`src/rtl/fantasticfft_fft8_loader.sv`:
```
// fantasticfft_fft8_loader
//   Input-side frame loader for the 8-point FFT core. Collects a serial
//   valid/ready stream of complex fixed-point samples into an 8-slot frame
//   buffer, optionally in bit-reversed slot order, then holds the whole
//   frame in parallel until the FFT core takes it. Frames that end early
//   (s_last before the 8th sample) or run long (no s_last on the 8th
//   sample) raise a one-cycle error pulse.
//
// Ports
//   clk          single clock, all logic on posedge
//   rst          synchronous active-high reset
//   s_valid      input sample valid
//   s_ready      loader can accept a sample (low during rst and PRESENT)
//   s_re, s_im   sample real / imaginary part, two's complement
//   s_last       marks the final sample of a frame
//   frame_valid  full frame held on frame_re / frame_im
//   frame_ready  FFT core accepts the frame
//   frame_re     slot j at frame_re[W*j +: W]
//   frame_im     slot j at frame_im[W*j +: W]
//   err_short    1-cycle pulse: s_last arrived before the 8th sample
//   err_long     1-cycle pulse: 8th sample arrived without s_last
module fantasticfft_fft8_loader #(
  parameter int INT_BITS    = 8,
  parameter int FRAC_BITS   = 8,
  parameter int BIT_REVERSE = 1
) (
  input  logic                                 clk,
  input  logic                                 rst,
  input  logic                                 s_valid,
  output logic                                 s_ready,
  input  logic [INT_BITS+FRAC_BITS-1:0]        s_re,
  input  logic [INT_BITS+FRAC_BITS-1:0]        s_im,
  input  logic                                 s_last,
  output logic                                 frame_valid,
  input  logic                                 frame_ready,
  output logic [8*(INT_BITS+FRAC_BITS)-1:0]    frame_re,
  output logic [8*(INT_BITS+FRAC_BITS)-1:0]    frame_im,
  output logic                                 err_short,
  output logic                                 err_long
);

  localparam int W = INT_BITS + FRAC_BITS;

  typedef enum logic [1:0] {
    FILL    = 2'd0,
    DRAIN   = 2'd1,
    PRESENT = 2'd2
  } state_t;

  state_t       state_reg, state_next;
  logic [2:0]   cnt_reg, cnt_next;
  logic         err_short_reg, err_short_next;
  logic         err_long_reg, err_long_next;
  logic         wr_en;
  logic [2:0]   wr_slot;
  logic         beat;

  // Ready depends only on registered state (and rst), never on s_valid.
  assign s_ready     = !rst && (state_reg != PRESENT);
  assign beat        = s_valid && s_ready;
  assign frame_valid = (state_reg == PRESENT);
  assign err_short   = err_short_reg;
  assign err_long    = err_long_reg;

  generate
    if (BIT_REVERSE != 0) begin : g_bitrev
      assign wr_slot = {cnt_reg[0], cnt_reg[1], cnt_reg[2]};
    end else begin : g_natural
      assign wr_slot = cnt_reg;
    end
  endgenerate

  always_ff @(posedge clk) begin
    if (rst) begin
      state_reg     <= FILL;
      cnt_reg       <= 3'd0;
      err_short_reg <= 1'b0;
      err_long_reg  <= 1'b0;
    end else begin
      state_reg     <= state_next;
      cnt_reg       <= cnt_next;
      err_short_reg <= err_short_next;
      err_long_reg  <= err_long_next;
    end
  end

  always_comb begin
    state_next     = state_reg;
    cnt_next       = cnt_reg;
    err_short_next = 1'b0;
    err_long_next  = 1'b0;
    wr_en          = 1'b0;
    case (state_reg)
      FILL: begin
        if (beat) begin
          wr_en = 1'b1;
          if (cnt_reg == 3'd7) begin
            cnt_next = 3'd0;
            if (s_last) begin
              state_next = PRESENT;
            end else begin
              err_long_next = 1'b1;
              state_next    = DRAIN;
            end
          end else if (s_last) begin
            // Short frame: abandon it; stale slot contents get overwritten
            // by the next complete frame.
            err_short_next = 1'b1;
            cnt_next       = 3'd0;
          end else begin
            cnt_next = cnt_reg + 3'd1;
          end
        end
      end
      DRAIN: begin
        // Swallow the excess samples of a long frame; buffer untouched.
        if (beat && s_last) begin
          state_next = PRESENT;
        end
      end
      PRESENT: begin
        if (frame_ready) begin
          state_next = FILL;
          cnt_next   = 3'd0;
        end
      end
      default: begin
        state_next = FILL;
        cnt_next   = 3'd0;
      end
    endcase
  end

  // One register pair per slot so the whole frame is readable in parallel.
  generate
    for (genvar gi = 0; gi < 8; gi++) begin : g_slot
      logic [W-1:0] re_reg;
      logic [W-1:0] im_reg;

      always_ff @(posedge clk) begin
        if (rst) begin
          re_reg <= '0;
          im_reg <= '0;
        end else if (wr_en && (wr_slot == 3'(gi))) begin
          re_reg <= s_re;
          im_reg <= s_im;
        end
      end

      assign frame_re[W*gi +: W] = re_reg;
      assign frame_im[W*gi +: W] = im_reg;
    end
  endgenerate

endmodule

```
`config.mk`:
```
export PLATFORM = sky130hd
export DESIGN_NAME = fantasticfft_fft8_loader
export DESIGN_NICKNAME = d
export VERILOG_FILES = /design/src/rtl/fantasticfft_fft8_loader.sv
export SDC_FILE = /design/constraint.sdc
export NUM_CORES = 1
export LEC_CHECK = 0
export CAP_MARGIN = 40
export CORE_ASPECT_RATIO = 1.25
export CORE_MARGIN = 4
export CORE_UTILIZATION = 48
export CTS_CLUSTER_SIZE = 10
export DETAILED_ROUTE_END_ITERATION = 12
export PLACE_DENSITY = 0.92
export SETUP_SLACK_MARGIN = 0.02
export SKIP_CTS_REPAIR_TIMING = 1
export SLEW_MARGIN = 25
export SYNTH_ARGS = -nofsm -noshare
export SYNTH_HDL_FRONTEND = slang
export SYNTH_SLANG_ARGS = --single-unit
```
`constraint.sdc`:
```
create_clock -name clk -period 2.4 [get_ports clk]
set_input_delay 0.48 -clock clk [delete_from_list [all_inputs] [get_ports clk]]
set_output_delay 0.48 -clock clk [all_outputs]
set_load 0.01 [all_outputs]
```
**After elaboration in Yosys (flattened, before gate mapping)**

Index checks and enable logic that the tools add are counted.

- $add $sub $neg: 1
- Eq/ne operators: 15
- Mux-type cells: 15
- Bitwise operators: 4
- Reduce and logical (&&, ||, !) cells: 18

Operator list:

| operator | number |
|---|---|
| 3-bit equality test, second input constant | 5 |
| 3-bit 2-to-1 mux | 4 |
| 1-bit logical AND | 11 |
| 2-bit 2-to-1 mux | 5 |
| 3-bit one-hot mux with 3 select lines | 1 |
| 2-bit != test, second input constant | 4 |
| 4-bit OR reduction | 2 |
| 3-bit by 2-bit equality test with 1-bit output, second input constant | 2 |
| 2-bit one-hot mux with 3 select lines | 1 |
| 1-bit 2-to-1 mux | 4 |
| 1-bit NOT | 4 |
| 4-bit AND reduction | 1 |
| 3-bit by 1-bit adder with 3-bit output, second input constant | 1 |
| 3-bit by 1-bit equality test with 1-bit output, second input constant | 1 |
| 3-bit zero test | 1 |
| 3-bit AND reduction | 1 |
| 2-bit by 1-bit equality test with 1-bit output, second input constant | 1 |
| 2-bit equality test, second input constant | 1 |
| 2-bit zero test | 1 |
| 2-bit by 1-bit != test with 1-bit output, second input constant | 1 |
| 1-bit zero test | 1 |

- Bits in registers: 263
- Output and inout port bits: 260

**Logic depth before layout (Yosys ltp)**

- Word-level depth: 6
- Mapped depth: 6

**Worst setup path before layout**

No wires, ideal clock.

- Path type: input to output
- Start: input port rst
- End: output port s_ready
- Arrival time: 1.312 ns
- Path slack: 0.608 ns
- Stages: 4
- Cells stage by stage: buf_2 clkbuf_1 clkbuf_1 nor2_1

- Longest elaborated chain between the ends: 2

Ends and longest elaborated chain:

| element | RTL line | text |
|---|---|---|
| start: declaration | 28 | `input logic rst,` |
| 1-bit zero test | 59 | `assign s_ready = !rst && (state_reg != PRESENT);` |
| 1-bit logical AND | 59 |  |
| end: declaration | 30 | `output logic s_ready,` |

No other way between the ends.

**Worst setup path in the final report**

- Start: register state_reg[1]
- End: output port s_ready

- Longest elaborated chain between the ends: 2

Ends and longest elaborated chain:

| element | RTL line | text |
|---|---|---|
| start: declaration | 50 | `state_t state_reg, state_next;` |
| start signal: assignment | 80 | `state_reg <= state_next;` |
| 2-bit != test | 59 |  |
| 1-bit logical AND | 59 |  |

No other way between the ends.

==> results.toml <==
[yosys]
synth_area_leader_cell = "dfxtp_1"
ys_types = 35
synth_top_area_share_pct = 50.9
seq_area_frac_synth_pct = 50.9
synth_nets = 1244
netlist_instances = 1205
yosysWarnings = 0
ys_top_cells_by_area = "dfxtp_1 51%, a21oi_1 11%, nand3_1 11%, o21ai_1 7.2%, clkbuf_1 4.0%"
synth_edf_count = 0
synth_area_per_cell_um2 = 8.59
ys_ff_latch = 263
synth.cell_area_mm2 = 0.0104
synthFlopType = "dfxtp_1"
synthArstFlopShare_pct = 0

[timing]
fin_ws_ps = 178
finalClockSkew_ps = 9.06
hold_slack_ps = 275
relSlewSlack_pct = 42.6
tightest_slew_ps = 861
fin_setup_tns_ps = 0
fmax_mhz = 450
finalSetupViolations = 0
fin_crit_sh_pct = 92.6
drv_slew = 0
min_period_ps = 2220
hold_viol = 0
rsz0062_at_grt = "false"

[detailed_routing]
drt-vias-per-instance = 6.11
ant_nets = 0
routed-via-count = 10200
wl_per_cell_um = 21.8
wirelength_mm = 36.5
drc_errors = 0
drt_first_pass_iters = 5
drt_iter0_markers = 1000

[clock_network]
cts_root_buffer = "clkbuf_16"
path_clk_slew_ps = 50
h-tree-depth = 1
clock_latency_ps = 530
cts_buffers = 30
clock_path_buffers = 3
cts_tree = "yes"
cts.sinks = 263

[worst_setup_path]
path_delay_family = "buffers and inverters"
max_stage_delay_ps = 550
cp_num_buf_inv = 1
path_cells = "nor2b_2 -> nor2_1 -> clkdlybuf4s50_1"
crit_slowest_cell = "clkdlybuf4s50_1"
critPathMaxFanout = 8
cp.arrival_ps = 1740
crit_path_start_kind = "flop"
cp.required_ps = 1920
path_class = "flop to output port"
crit_path_end_kind = "output port"

[floorplan]
chipHeight_um = 172
fp-row-count = 59
start_util_pct = 49.2
die_area_mm2 = 0.0240
die_width_um = 139
core_area_mm2 = 0.0210
pin_count = 297

[power_and_ir_drop]
clkPwrFrac_pct = 44.5
p_switching_w = 0.00209
peakVddDrop_v = 0.000512
seq_power_share_pct = 48.8
p_int_w = 0.00698
p_per_area_mw_per_mm2 = 645
swShare_pct = 23.0
power_frac_comb_pct = 6.7
leakagePower_nw = 4.64
power.total_w = 0.00907

[finish]
syn_to_final_growth_pct = 35.8
antenna_cells = 0
final_common_cell = "clkdlybuf4s50_1"
fillCellCount = 1655
finalInstanceArea_mm2 = 0.0141
layout-drive-gt1-share_pct = 6.06
final_nets = 1439
final_cell_mix = "295 x clkdlybuf4s50_1, 261 x dfxtp_1, 225 x nand3_1, 225 x a21oi_1, 148 x o21ai_1"

[grt]
grt_pass1_wl_mm = 55.5
grt_max_degree = 195
grt_usage_pct = 28.5
grt_overflow = 0
use_met1_pct = 32.0
antenna_found_initial = 0
met3_usage_pct = 6.89
grt_pass1_vias = 10000
global_route.peak_usage_layer = "met2"
gr-usage-met2_pct = 48.6

[placement]
io_buffers = 296
post-dp-hpwl_mm = 23.9
pre_cts_slack_ps = 123
post_dp_cell_area_mm2 = 0.0132
place_congestion = 0.801

[min_path]
hp-class = "input pin to flop"

[job]
cap_violations = 0

[outcome]
status = "completed"
path summary, 6_finish.rpt:
| check | start | end | slack [ps] | depth (start not counted) |
|---|---|---|---|---|
| worst min-delay path | rst | g_slot[0].im_reg[9]$_SDFFE_PP0P_ | 280 | 2 |
| worst max register to register | cnt_reg[2]$_SDFFE_PP0P_ | g_slot[1].re_reg[4]$_SDFFE_PP0P_ | 220 | 3 |
| worst max-delay path | state_reg[1]$_SDFFE_PP0P_ | s_ready | 180 | 3 |
| worst min register to register | g_slot[1].re_reg[12]$_SDFFE_PP0P_ | g_slot[1].re_reg[12]$_SDFFE_PP0P_ | 470 | 2 |
power groups by stage:
| stage | sequential (W) | clock, W | combinational, W |
|---|---|---|---|
| CTS | 0.00442 | 0.00410 | 0.000595 |
| global placement | 0.00452 | 0 | 0.000583 |
| detailed placement | 0.00452 | 0 | 0.000593 |
| global route | 0.00443 | 0.00426 | 0.000636 |
| finish | 0.00442 | 0.00404 | 0.000607 |
| floorplan | 0.00453 | 0 | 0.000329 |
synth_stat cells, types with 2 or more instances:
cell	count
nand3_1	225
nor2_1	3
dfxtp_1	263
buf_2	32
and3b_1	2
and3_1	2
nor3b_2	3
clkbuf_1	109
o21ai_0	75
mux2_2	5
buf_6	20
o21ai_1	148
a21oi_1	225
ha_1	2
o21ai_2	2
or3b_2	3
nor2b_1	36
nand3b_1	2
nor3_1	2
mux2_1	30
nor3b_1	2
layout make-up:
| cell class | instances | area (um^2) | share of cell area, % |
|---|---|---|---|
| multi-input combinational | 778 | 4310 | 30.6 |
| inverter | 1 | 3.75 | 0.0267 |
| tap | 274 | 343 | 2.44 |
| clock inverter | 1 | 30.0 | 0.214 |
| timing repair buffer | 326 | 3310 | 23.6 |
| clock buffer | 33 | 793 | 5.64 |
| sequential | 263 | 5270 | 37.5 |
per-stage QoR:
step | std cells | util, %
6_report | 1676 | 66.8
4_1_cts | 1676 | 66.8
3_3_place_gp | 1641 | 62.8
3_5_place_dp | 1642 | 62.9
5_1_grt | 1676 | 66.8
2_1_floorplan | 1205 | -
metal layers:
metal	part of all wire (%)	up-vias
li1	-	4633
met3	9.8	154
met1	34	4809
met5	0	-
met4	7.3	0
met2	49	648
kinds of logic (layout without fill, tap and decap cells):
family | Yosys count | in the layout | synth area share (%)
DFF | 263 | 263 | 50.9
AOI/OAI and AO/OA | 453 | 453 | 22.1
adders and majority gates | 2 | 2 | 0.242
and+or+nand+nor | 288 | 288 | 15.1
buffers and inverters | 164 | 361 | 7.93
muxes | 35 | 35 | 3.81
(Power assumes the default switching activity.)
